==> src/rtl/if_pkg.sv <==
// Shared types and constants for the instruction-fetch stage.
package if_pkg;

  typedef enum logic [1:0] {
    FETCH = 2'd0,
    HOLD  = 2'd1,
    HALT  = 2'd2
  } state_e;

  localparam logic [31:0] PC_STEP          = 32'd4;
  localparam logic [31:0] RESET_PC_DEFAULT = 32'd0;
  localparam logic [31:0] END_PC_DEFAULT   = 32'd164;

  // True when an address lies beyond the last instruction of the program.
  function automatic logic past_end(input logic [31:0] addr, input logic [31:0] limit);
    return addr > limit;
  endfunction

endpackage

==> src/rtl/fetch_ctrl_if.sv <==
// Instruction-memory request/acknowledge bus between the fetch controller and memory.
interface fetch_ctrl_if;

  logic        imem_req;
  logic [31:0] imem_addr;
  logic        imem_ack;
  logic [31:0] imem_rdata;

  modport master (
    output imem_req,
    output imem_addr,
    input  imem_ack,
    input  imem_rdata
  );

  modport slave (
    input  imem_req,
    input  imem_addr,
    output imem_ack,
    output imem_rdata
  );

endinterface

==> src/rtl/if_id_reg.sv <==
// IF/ID pipeline register plus the buffer that parks a word fetched during a stall.
module if_id_reg (
  input  logic        clk,
  input  logic        rst,
  input  logic        load,
  input  logic        capture,
  input  logic        use_hold,
  input  logic        flush,
  input  logic        freeze,
  input  logic [31:0] pc_in,
  input  logic [31:0] instr_in,
  output logic        if_valid,
  output logic [31:0] if_pc,
  output logic [31:0] if_instr
);

  logic        valid_q;
  logic [31:0] pc_q;
  logic [31:0] instr_q;
  logic [31:0] hold_pc_q;
  logic [31:0] hold_instr_q;

  always_ff @(posedge clk or posedge rst) begin
    if (rst) begin
      valid_q      <= 1'b0;
      pc_q         <= '0;
      instr_q      <= '0;
      hold_pc_q    <= '0;
      hold_instr_q <= '0;
    end else begin
      if (capture) begin
        hold_pc_q    <= pc_in;
        hold_instr_q <= instr_in;
      end
      // Flush beats stall; a stall keeps every field; otherwise load or bubble.
      if (flush) begin
        valid_q <= 1'b0;
      end else if (!freeze) begin
        if (load) begin
          valid_q <= 1'b1;
          pc_q    <= pc_in;
          instr_q <= instr_in;
        end else if (use_hold) begin
          valid_q <= 1'b1;
          pc_q    <= hold_pc_q;
          instr_q <= hold_instr_q;
        end else begin
          valid_q <= 1'b0;
        end
      end
    end
  end

  assign if_valid = valid_q;
  assign if_pc    = pc_q;
  assign if_instr = instr_q;

endmodule

==> src/rtl/fetch_ctrl.sv <==
// IF-stage controller: next-PC selection, instruction-memory handshake and halt detection.
module fetch_ctrl
  import if_pkg::*;
#(
  parameter logic [31:0] RESET_PC = RESET_PC_DEFAULT,
  parameter logic [31:0] END_PC   = END_PC_DEFAULT
) (
  input  logic                clk,
  input  logic                rst,
  input  logic [31:0]         pc_cur,
  output logic [31:0]         pc_next,
  output logic                pc_freeze,
  input  logic                freeze,
  input  logic                branch_taken,
  input  logic [31:0]         branch_addr,
  fetch_ctrl_if.master        imem,
  output logic                if_valid,
  output logic [31:0]         if_pc,
  output logic [31:0]         if_instr,
  output logic                halted
);

  state_e      state_q, state_d;
  logic [31:0] addr_q, addr_d;
  logic        kill_q, kill_d;
  logic        hpend_q, hpend_d;

  logic        pc_load;
  logic        word_load;
  logic        capture;
  logic        use_hold;
  logic [31:0] pc_step;

  assign pc_step = pc_cur + PC_STEP;
  assign pc_next = branch_taken ? branch_addr : pc_step;

  always_ff @(posedge clk or posedge rst) begin
    if (rst) begin
      state_q <= FETCH;
      addr_q  <= RESET_PC;
      kill_q  <= 1'b0;
      hpend_q <= 1'b0;
    end else begin
      state_q <= state_d;
      addr_q  <= addr_d;
      kill_q  <= kill_d;
      hpend_q <= hpend_d;
    end
  end

  always_comb begin
    state_d   = state_q;
    addr_d    = addr_q;
    kill_d    = kill_q;
    hpend_d   = hpend_q;
    pc_load   = 1'b0;
    word_load = 1'b0;
    capture   = 1'b0;
    use_hold  = 1'b0;
    case (state_q)
      FETCH: begin
        if (hpend_q) begin
          // Redirected past the end with a request in flight: drain it, then stop.
          if (imem.imem_ack) begin
            kill_d  = 1'b0;
            hpend_d = 1'b0;
            state_d = HALT;
          end
        end else if (branch_taken) begin
          pc_load = 1'b1;
          if (imem.imem_ack) begin
            addr_d = branch_addr;
            kill_d = 1'b0;
            if (past_end(branch_addr, END_PC)) state_d = HALT;
          end else begin
            // Keep the request address stable and drop its data when it lands.
            kill_d = 1'b1;
            if (past_end(branch_addr, END_PC)) hpend_d = 1'b1;
          end
        end else if (imem.imem_ack) begin
          if (kill_q) begin
            kill_d = 1'b0;
            addr_d = pc_cur;
          end else if (freeze) begin
            capture = 1'b1;
            state_d = HOLD;
          end else begin
            word_load = 1'b1;
            pc_load   = 1'b1;
            addr_d    = pc_next;
            if (past_end(pc_next, END_PC)) state_d = HALT;
          end
        end
      end
      HOLD: begin
        if (branch_taken) begin
          pc_load = 1'b1;
          addr_d  = branch_addr;
          state_d = past_end(branch_addr, END_PC) ? HALT : FETCH;
        end else if (!freeze) begin
          use_hold = 1'b1;
          pc_load  = 1'b1;
          addr_d   = pc_next;
          state_d  = past_end(pc_next, END_PC) ? HALT : FETCH;
        end
      end
      HALT: begin
      end
      default: state_d = FETCH;
    endcase
  end

  assign imem.imem_req  = !rst && (state_q == FETCH);
  assign imem.imem_addr = addr_q;
  assign pc_freeze      = rst || !pc_load;
  assign halted         = (state_q == HALT);

  if_id_reg u_if_id (
    .clk      (clk),
    .rst      (rst),
    .load     (word_load),
    .capture  (capture),
    .use_hold (use_hold),
    .flush    (branch_taken && (state_q != HALT)),
    .freeze   (freeze),
    .pc_in    (addr_q + PC_STEP),
    .instr_in (imem.imem_rdata),
    .if_valid (if_valid),
    .if_pc    (if_pc),
    .if_instr (if_instr)
  );

endmodule

==> src/flat_wrapper.sv <==
// flat-port wrapper written by rule: the top's interface ports become plain ports
module fetch_ctrl_flat import if_pkg::*;
#(
  parameter logic [31:0] RESET_PC = RESET_PC_DEFAULT,
  parameter logic [31:0] END_PC   = END_PC_DEFAULT
)
  (clk, rst, pc_cur, pc_next, pc_freeze, freeze, branch_taken, branch_addr, if_valid, if_pc, if_instr, halted, imem_imem_req, imem_imem_addr, imem_imem_ack, imem_imem_rdata);
  fetch_ctrl_if imem_i ();
  input  logic clk;
  input  logic rst;
  input  logic [31:0] pc_cur;
  output logic [31:0] pc_next;
  output logic pc_freeze;
  input  logic freeze;
  input  logic branch_taken;
  input  logic [31:0] branch_addr;
  output logic if_valid;
  output logic [31:0] if_pc;
  output logic [31:0] if_instr;
  output logic halted;
  output wire logic [$bits(imem_i.imem_req)-1:0] imem_imem_req;
  output wire logic [$bits(imem_i.imem_addr)-1:0] imem_imem_addr;
  input wire logic [$bits(imem_i.imem_ack)-1:0] imem_imem_ack;
  input wire logic [$bits(imem_i.imem_rdata)-1:0] imem_imem_rdata;
  assign imem_imem_req = imem_i.imem_req;
  assign imem_imem_addr = imem_i.imem_addr;
  assign imem_i.imem_ack = imem_imem_ack;
  assign imem_i.imem_rdata = imem_imem_rdata;
  fetch_ctrl #(.RESET_PC(RESET_PC), .END_PC(END_PC)) u_core (.clk(clk), .rst(rst), .pc_cur(pc_cur), .pc_next(pc_next), .pc_freeze(pc_freeze), .freeze(freeze), .branch_taken(branch_taken), .branch_addr(branch_addr), .imem(imem_i), .if_valid(if_valid), .if_pc(if_pc), .if_instr(if_instr), .halted(halted));
endmodule
==> config.mk <==
export PLATFORM = sky130hd
export DESIGN_NAME = fetch_ctrl_flat
export DESIGN_NICKNAME = d
export VERILOG_FILES = /design/src/rtl/if_pkg.sv /design/src/rtl/fetch_ctrl_if.sv /design/src/rtl/if_id_reg.sv /design/src/rtl/fetch_ctrl.sv /design/src/flat_wrapper.sv
export SDC_FILE = /design/constraint.sdc
export NUM_CORES = 1
export LEC_CHECK = 0
export CORE_UTILIZATION = 45
export DETAILED_ROUTE_END_ITERATION = 16
export PLACE_DENSITY = 0.77
export SYNTH_ARGS = -nofsm -noshare
export SYNTH_HDL_FRONTEND = slang
export SYNTH_SLANG_ARGS = --single-unit
==> constraint.sdc <==
create_clock -name clk -period 5.5 [get_ports clk]
set_input_delay 1.1 -clock clk [delete_from_list [all_inputs] [get_ports clk]]
set_output_delay 1.1 -clock clk [all_outputs]
set_load 0.1 [all_outputs]
==> results of run 1 <==
[flip-flops by register name, indices dropped and copies added, names as in the netlist]
register                     flops
u_core.hpend_q                   1
u_core.u_if_id.hold_pc_q        32
u_core.u_if_id.if_valid          1
u_core.u_if_id.if_pc            32
u_core.state_q                   2
u_core.kill_q                    1
u_core.imem.imem_addr           32
u_core.u_if_id.if_instr         32
u_core.u_if_id.hold_instr_q     32
[where the power goes]
part | internal, mW | leakage, nW | switching (mW)
logic | 0.830 | 2.72 | 2.44
registers | 1.53 | 2.16 | 0.384
clock network | 0.690 | 0.295 | 0.539
[layout by cell type (no fill, tap or decap), types with 6 or more instances in the layout]
master,count
nand4_1,17
a211oi_1,8
a21oi_1,60
and2_1,6
buf_12,9
mux2i_1,10
clkbuf_16,17
or3_1,7
mux2_2,44
nand2b_1,7
xnor2_1,21
nor2b_1,7
nor2_1,117
nand3_1,30
clkdlybuf4s50_1,200
dfrtp_1,165
buf_4,40
o211ai_1,12
inv_1,19
nand2_1,201
a31oi_1,51
and3_1,15
a21o_1,6
xor2_1,26
nor4_1,11
nor3_1,20
o21ai_0,71
[final timing paths]
| path | start | to | slack, ps | depth (start not counted) |
|---|---|---|---|---|
| setup / recovery | pc_cur[14] | pc_next[21] | 770 | 8 |
| hold / removal | u_core.u_if_id.if_pc[30]$_DFFE_PP0P_ | u_core.u_if_id.if_pc[30]$_DFFE_PP0P_ | 470 | 1 |
| setup reg to reg | u_core.state_q[0]$_DFFE_PP0P_ | u_core.u_if_id.if_pc[26]$_DFFE_PP0P_ | 2600 | 7 |
| hold reg to reg | u_core.u_if_id.if_pc[30]$_DFFE_PP0P_ | u_core.u_if_id.if_pc[30]$_DFFE_PP0P_ | 470 | 1 |
| max in group asynchronous | rst | u_core.u_if_id.hold_pc_q[16]$_DFFE_PP0P_ | 3460 | 3 |
| min in group asynchronous | rst | u_core.imem.imem_addr[21]$_DFFE_PP0P_ | 990 | 2 |
[kinds of logic (layout without fill, tap and decap cells)]
logic type | after synthesis | after routing | synth area share
AOI/OAI and AO/OA | 261 | 261 | 0.175
DFF | 165 | 165 | 0.447
buffers and inverters | 94 | 302 | 0.0398
xor gates and xnor gates | 47 | 47 | 0.0446
muxes | 54 | 54 | 0.0645
adders and majority gates | 2 | 2 | 0.00271
and+or+nand+nor | 458 | 458 | 0.227
[area by class of cell]
| cell class | instances | share of cell area |
|---|---|---|
| Clock buffer | 17 | 0.0343 |
| Clock inverter | 15 | 0.0149 |
| Multi-Input combinational cell | 822 | 0.384 |
| Sequential cell | 165 | 0.333 |
| Inverter | 20 | 0.00635 |
| Timing Repair Buffer | 250 | 0.200 |
| Tap cell | 270 | 0.0272 |
[synth_stat cells (4+ instances only)]
library cell / count
inv_1: 20
nand4_1: 17
nand3_1: 31
buf_2: 6
nand2_1: 201
and3_1: 15
clkbuf_1: 57
xnor2_1: 21
a221o_1: 4
nand2b_1: 7
dfrtp_1: 165
mux2i_1: 10
mux2_2: 44
a311oi_1: 5
o221ai_1: 4
and4_1: 5
and2_1: 6
nor2_1: 118
a21oi_1: 60
buf_1: 9
nor4_1: 11
a21o_1: 6
xor2_1: 26
a31oi_1: 51
a211oi_1: 8
o21ai_0: 73
or3_1: 7
nor3_1: 20
nor2b_1: 7
o211ai_1: 12
[worst reg2reg max path: stages (launching register included)]
cell	delay [ps]
dfrtp_1	580
nand2b_1	150
and2_1	340
nor3_1	370
nand2_1	670
buf_4	470
nand2_1	90
o211ai_1	80
[metrics by stage]
stage / utilization / hold WS (ps) / instance area (sq um) / total power, mW / std cells
global placement: 0.585 / 457 / 11800 / 5.16 / 1527
finish: 0.615 / 475 / 12400 / 6.42 / 1559
detailed placement: 0.585 / 465 / 11800 / 5.19 / 1527
floorplan: - / 445 / 9240 / 4.29 / 1081
CTS: 0.615 / 479 / 12400 / 6.43 / 1559
global route: 0.615 / 500 / 12400 / 6.68 / 1559
[routing by layer]
metal	vias up	track usage	wire, microns
met3	47	0.0607	2200
met1	4246	0.391	12900
li1	4220	-	-
met5	-	0	0
met2	394	0.424	13100
met4	0	0.107	816
==> metrics.txt, run 1 <==
area occupied by multi-input gates=4760 sq um; Static Leakage=5.17 nW; die height=about 150 microns; DIE WIDTH=145 microns; Setup WS pre-CTS=817 ps; syn nets=1184; CP Launch Type=input port; # hold bufs at CTS=0; Boundary Pins=about 230; largest net degree at the start of global routing=162; Fin. Hold Viols=0; average size of a mapped cell=about 8.5 sq um; clk sinks=approximately 170; Rel. slew slack=0.243; clk_lat worst skew=430 ps; CP cell instances=clkdlybuf4s50_1 > nand4_1 > nor4_4 > or2b_1 > xnor2_1 > nor2_1 > nor2_1 > buf_12; IO Port Bufs=232; Tot GR Track Use=0.280; Peak Freq=~0.21 GHz; row cnt=52; n_diodes=0; Area contributors post-synth=dfrtp_1, nand2_1, mux2_2; post-route ant nets=0; CTS tree=done; RSZ-0062 raised after global routing=false; crit path max-delay cell type=clkdlybuf4s50_1; vias in the first global route=around 8400; prevailing post-synth register cell=dfrtp_1; final-report max-slew violation count=0; kind of critical path=in2out; Final Skew=14.6 ps; Root Driver=clkbuf_16; HPWL Detailed=between 20 and 25 mm; via/cell ratio=between 5 and 6; WP data required=4400 ps; Syn. warnings=0; cell family with most CP delay=simple AND/OR/NAND/NOR gates; Worst Setup Slack, final=772 ps; CP Capture Type=output pin; setup TNS=0 ps; DR vias=8907; top-area cell type share of the netlist area=0.447; worst path buffer plus inverter count=2; Fillers=1745; post-synthesis cell area=9240 sq um; sequential share of the synthesized area=0.447; P per Cell Area=517 nW/um^2; Worst Tran Pin Value=1130 ps; final period utilization=0.860; PostCTS Resize Cnt=0; Area growth syn-to-layout=34.3%; max_cap viols=0; die footprint=21100 sq um; Post-Synthesis Cells=1081; global route overflow=0; Post-CTS Setup Repair Bufs=0; clock slew at reported path FFs=70 ps; layout cell share with drive strength beyond 1=0.112; GP Congestion=0.931; Worst VDD drop=346 uV; DR WL/cell=18.6 microns; first-pass GRT wire length=46.2 mm; EDFF count, synth=0; status=completed; Layout Nets=1379; initial antenna violation count=0; worst hold path type=reg2reg; FF+latch area=roughly 4100 sq um; worst-path maximum fanout=6; initial drt markers=726; min cycle time layout=4730 ps; Routed Wire Length=slightly below 30 mm; Inserted Clock Buffers=17; CP peak stage delay=580 ps; worst path arrival time=3630 ps; Async SR Flop Fraction=1.00; Seq cells post-synth=165; Core Footprint=20200 sq um; Synth area leader=dfrtp_1; Starting Density=0.458; most frequent cell on the critical path=nor2_1; Setup violations, final=0; Longest Clk Path Bufs=2; Yosys cell types=62; H-tree levels=4; drt pass-1 iters=5; DRC=0
No activity file was read; power rests on OpenSTA's default activity.
==> run 2, diff against run 1 <==
Settings changed: CORE_UTILIZATION 45 to 58, DONT_BUFFER_PORTS set to 1, PLACE_DENSITY 0.77 to 0.76.
==> run 2 against run 1 <==
Core utilization grew 4.8 points; first-iteration DRC count grew 8.3%; maximum frequency grew 6.0%; non-clock buffer count shrank 213; largest power group is now sequential cells.
==> metrics.txt, run 2 (synthesis results as in run 1) <==
status=completed; die height=128 microns (-12%); Worst VDD drop=399 uV (+15%); H-tree levels=4 (unchanged); Tot GR Track Use=0.323 (+0.0431); Setup violations, final=0 (unchanged); GP Congestion=0.944 (+1.5%); DRC=0 (unchanged); clock slew at reported path FFs=60 ps (about the same); min cycle time layout=4460 ps (-266 ps); worst hold path type=reg2reg; Worst Tran Pin Value=1270 ps (+132 ps); Final Instance Area=10200 sq um (-18%); total power=5.81 mW (-9.4%); Core Footprint=15400 sq um (-24%); P per Cell Area=570 nW/um^2 (+10%); Setup WS pre-CTS=1090 ps (+276 ps); kind of critical path=in2out; initial drt markers=786 (+8.3%); Boundary Pins=233 (unchanged); clk sinks=165 (unchanged); worst path buffer plus inverter count=1 (-1); Inserted Clock Buffers=17 (unchanged); via/cell ratio=6.24 (+9.2%); final-report max-slew violation count=0 (unchanged); post-route ant nets=0 (unchanged); commonest cells after routing, fill and taps aside=nand2_1, dfrtp_1, nor2_1; vias in the first global route=7380 (-12%); WP data required=4400 ps (about the same); Fin. Hold Viols=0 (unchanged); initial antenna violation count=0 (unchanged); CP cell instances=ha_1 > nand4_1 > nor4_2 > xor2_1 > a21boi_0 > inv_1; most common cell after layout, fill and taps aside=nand2_1; drt pass-1 iters=8 (+3); CP Capture Type=output pin; IO Port Bufs=0 (-100%); Post-CTS Setup Repair Bufs=0 (unchanged); setup TNS=0 ps (unchanged); die footprint=16400 sq um (-22%); Area growth syn-to-layout=10.3%; worst-path maximum fanout=8 (+2); CP peak stage delay=700 ps (+120 ps); max_cap viols=0 (unchanged); Layout Nets=1166 (-15%); Final Skew=11.0 ps (-3.67 ps); area post-placement=9630 sq um (-18%); layout cell share with drive strength beyond 1=0.140 (+0.0278); Root Driver=clkbuf_16; Longest Clk Path Bufs=2 (unchanged); Fillers=1275 (-27%); crit path max-delay cell type=inv_1; Routed Wire Length=25.8 mm (-11%); Rel. slew slack=0.180 (-0.0634); # hold bufs at CTS=0 (unchanged); n_diodes=0 (unchanged); Peak Freq=0.224 GHz (+6.0%); largest net degree at the start of global routing=166 (+2.5%); final period utilization=0.811 (-0.0484); first-pass GRT wire length=41.0 mm (-11%); CP Launch Type=input port; RSZ-0062 raised after global routing=false; global route overflow=0 (unchanged); row cnt=45 (-13%); cell family with most CP delay=simple AND/OR/NAND/NOR gates; DIE WIDTH=128 microns (-12%); HPWL Detailed=18.3 mm (-11%); clk_lat worst skew=420 ps (about the same); worst path arrival time=3360 ps (-270 ps); Static Leakage=4.32 nW (-16%); DR vias=8027 (-9.9%); CTS tree=done; PostCTS Resize Cnt=0 (unchanged); DR WL/cell=20.1 microns (+7.8%); Starting Density=0.601 (+0.143); Worst Setup Slack, final=1040 ps (+266 ps)
## run 2: changes by cell type in the layout (fill, tap and decap cells not counted), moves of 3 or more
cell / before / now
buf_4: 40 / 35
o21ai_0: 71 / 66
o21ai_2: 0 / 8
clkdlybuf4s50_1: 200 / 0
a31oi_1: 51 / 47
o21ai_1: 3 / 0
a31oi_2: 0 / 4
buf_12: 9 / 1
## run 2: where the power goes
part	internal, mW	total (mW)	switching, mW
Combinational	0.446	1.47	1.02
Clock	0.601	1.14	0.539
Sequential	1.50	3.20	1.70
## run 2: metrics by stage
step | hold slack [ps] | utilization | instances
3_3_place_gp | 456 | 0.626 | 1255
6_report | 478 | 0.663 | 1287
2_1_floorplan | 445 | - | 1081
3_5_place_dp | 466 | 0.626 | 1255
5_1_grt | 509 | 0.663 | 1287
4_1_cts | 480 | 0.663 | 1287
## run 2: final timing paths
check | from | endpoint | slack, ps | depth (start not counted)
setup / recovery | pc_cur[2] | pc_next[18] | 1040 | 6
hold / removal | u_core.u_if_id.hold_pc_q[27]$_DFFE_PP0P_ | u_core.u_if_id.hold_pc_q[27]$_DFFE_PP0P_ | 480 | 2
setup reg to reg | u_core.imem.imem_addr[9]$_DFFE_PP0P_ | u_core.u_if_id.if_pc[21]$_DFFE_PP0P_ | 2280 | 7
hold reg to reg | u_core.u_if_id.hold_pc_q[27]$_DFFE_PP0P_ | u_core.u_if_id.hold_pc_q[27]$_DFFE_PP0P_ | 480 | 2
max in group asynchronous | rst | u_core.u_if_id.hold_pc_q[4]$_DFFE_PP0P_ | 4000 | 2
min in group asynchronous | rst | u_core.imem.imem_addr[20]$_DFFE_PP0P_ | 690 | 2
## run 2: area by class of cell
cell class              instances  area [sq um]  area share
clock buffers                  17           425      0.0417
clock inverters                15           140      0.0137
inverters                      20          78.8     0.00773
multi-input cells             822          4850       0.475
flip-flops and latches        165          4130       0.405
well taps                     211           264      0.0259
repair buffers                 37           310      0.0304
## run 2: worst register-to-register path, stage by stage, from the launching register on
cell and delay (ps):
dfrtp_1 1090, nand3_1 400, or3_1 510, nor3_1 380, and3_1 220, xnor2_1 140, a21oi_1 90, mux2_2 280
## run 2: layer usage
layer  wire length (microns)  track usage
met1                   11000        0.464
met2                   11400        0.466
met3                    2870       0.0943
met4                     560        0.103
met5                       0            0
==> run 3, diff against run 2 <==
Clock period 5.5 ns to 4.06 ns, I/O delays scaled along.
==> run 3 against run 2 <==
Combinational power is 94% higher; clock power is 42% higher; highest routed layer unchanged; first-iteration DRC count is 3.3% lower; design area is 3.0% higher; global-route usage is 0.75 points higher.
==> metrics.txt, run 3 (synthesis results as in run 1) <==
status=completed; clk_lat worst skew=430 ps (about the same); die footprint=16400 sq um (unchanged); commonest cells after routing, fill and taps aside=nand2_1, dfrtp_1, nor2_1; initial antenna violation count=0 (unchanged); Root Driver=clkbuf_16; # hold bufs at CTS=0 (unchanged); Final Instance Area=10500 sq um (+3.0%); Inserted Clock Buffers=17 (unchanged); min cycle time layout=3370 ps; layout cell share with drive strength beyond 1=0.168 (+0.0278); row cnt=45 (unchanged); Worst Tran Pin Value=1170 ps (-95.1 ps); GP Congestion=0.977 (+3.5%); P per Cell Area=772 nW/um^2 (+35%); CP Launch Type=input port; Layout Nets=1202 (+3.1%); via/cell ratio=6.13 (-1.7%); DR WL/cell=20.1 microns (+0.18%); max_cap viols=0 (unchanged); worst hold slack=230 ps (-248 ps); worst path arrival time=2560 ps (-800 ps); total placed cells including tap cells=1291 (+2.9%); Fin. Hold Viols=0 (unchanged); Area growth syn-to-layout=13.6%; kind of critical path=in2out; most common cell after layout, fill and taps aside=nand2_1; Core Footprint=15400 sq um (unchanged); initial drt markers=760 (-3.3%); Post-CTS Setup Repair Bufs=0 (unchanged); Static Leakage=4.51 nW (+4.3%); Longest Clk Path Bufs=2 (unchanged); IO Port Bufs=0 (unchanged); final-report max-slew violation count=0 (unchanged); HPWL Detailed=19.1 mm (+4.1%); post-layout util=0.683 (+0.0196); DR vias=8113 (+1.1%); drt pass-1 iters=5 (-3); Boundary Pins=233 (unchanged); Routed Wire Length=26.6 mm (+3.0%); n_diodes=0 (unchanged); worst hold path type=in2async; global route overflow=0 (unchanged); post-route ant nets=0 (unchanged); Starting Density=0.601 (unchanged); DRC=0 (unchanged); first-pass GRT wire length=41.3 mm (+0.73%); Peak Freq=0.296 GHz; WP data required=3250 ps (-1150 ps); die height=128 microns (unchanged); Cell Count, Final, Fillers Out=1323 (+2.8%); Tot GR Track Use=0.330 (+0.00754); RSZ-0062 raised after global routing=false; H-tree levels=4 (unchanged); DIE WIDTH=128 microns (unchanged); final period utilization=0.831; Rel. slew slack=0.220 (+0.0399); Fillers=1273 (-0.16%); largest net degree at the start of global routing=151 (-9.0%); setup TNS=0 ps (unchanged); clk sinks=165 (unchanged); CP Capture Type=output pin; vias in the first global route=7414 (+0.46%); clock slew at reported path FFs=70 ps (about the same); area post-placement=9900 sq um (+2.8%); Final Skew=12.3 ps (+1.35 ps); CTS tree=done; worst-path maximum fanout=5 (-3); Worst VDD drop=380 uV (-4.8%); PostCTS Resize Cnt=0 (unchanged); Setup violations, final=0 (unchanged)
run 3: cell types whose count changed in the layout (fill, tap and decap cells not counted), sizes merged:
cell    previous run  this run
bufinv             0         1
clkbuf            17        18
clkinv             5         3
buf               37        73
run 3: worst paths after layout:
| path | startpoint | slack (ps) | depth (start not counted) | end |
|---|---|---|---|---|
| max | pc_cur[2] | 690 | 8 | pc_next[22] |
| min | rst | 230 | 1 | u_core.u_if_id.hold_instr_q[26]$_DFFE_PP0P_ |
| max reg2reg | u_core.state_q[0]$_DFFE_PP0P_ | 1340 | 6 | u_core.u_if_id.if_pc[22]$_DFFE_PP0P_ |
| min reg2reg | u_core.u_if_id.hold_pc_q[19]$_DFFE_PP0P_ | 480 | 2 | u_core.u_if_id.hold_pc_q[19]$_DFFE_PP0P_ |
| max in group asynchronous | rst | 2710 | 2 | u_core.imem.imem_addr[27]$_DFFE_PP0P_ |
| min in group clk | imem_imem_ack | 460 | 1 | u_core.kill_q$_DFFE_PP0P_ |
run 3: layout make-up:
type / instances / area (sq um) / share of cell area
multi-input cells: 822 / 4850 / 0.462
flip-flops and latches: 165 / 4130 / 0.393
repair buffers: 73 / 581 / 0.0553
clock buffers: 18 / 439 / 0.0418
well taps: 211 / 264 / 0.0252
clock inverters: 14 / 158 / 0.0150
inverters: 20 / 78.8 / 0.00751
run 3: power breakdown:
part / switching, mW / total (mW) / internal, mW
Combinational: 2.14 / 2.85 / 0.711
Clock: 0.731 / 1.62 / 0.893
Sequential: 1.58 / 3.63 / 2.05
run 3: routing by layer:
metal,up-vias,track usage,part of all wire
li1,3864,-,-
met1,3797,0.452,0.43
met5,-,0,0
met3,45,0.107,0.10
met4,0,0.104,0.022
met2,407,0.497,0.45
run 3: worst max-delay path, stage by stage:
cell and delay, ps:
ha_1 230, nand4_1 250, nor4_2 280, buf_4 190, nand3_1 90, xor2_1 180, a21oi_2 200, buf_4 320
run 3: through the flow:
step | power, mW | setup WS, ps
after floorplan | 5.82 | -45.8
after global placement | 6.44 | 742
after detailed placement | 6.49 | 722
after CTS | 8.11 | 709
after global routing | 8.42 | 569
final | 8.10 | 686
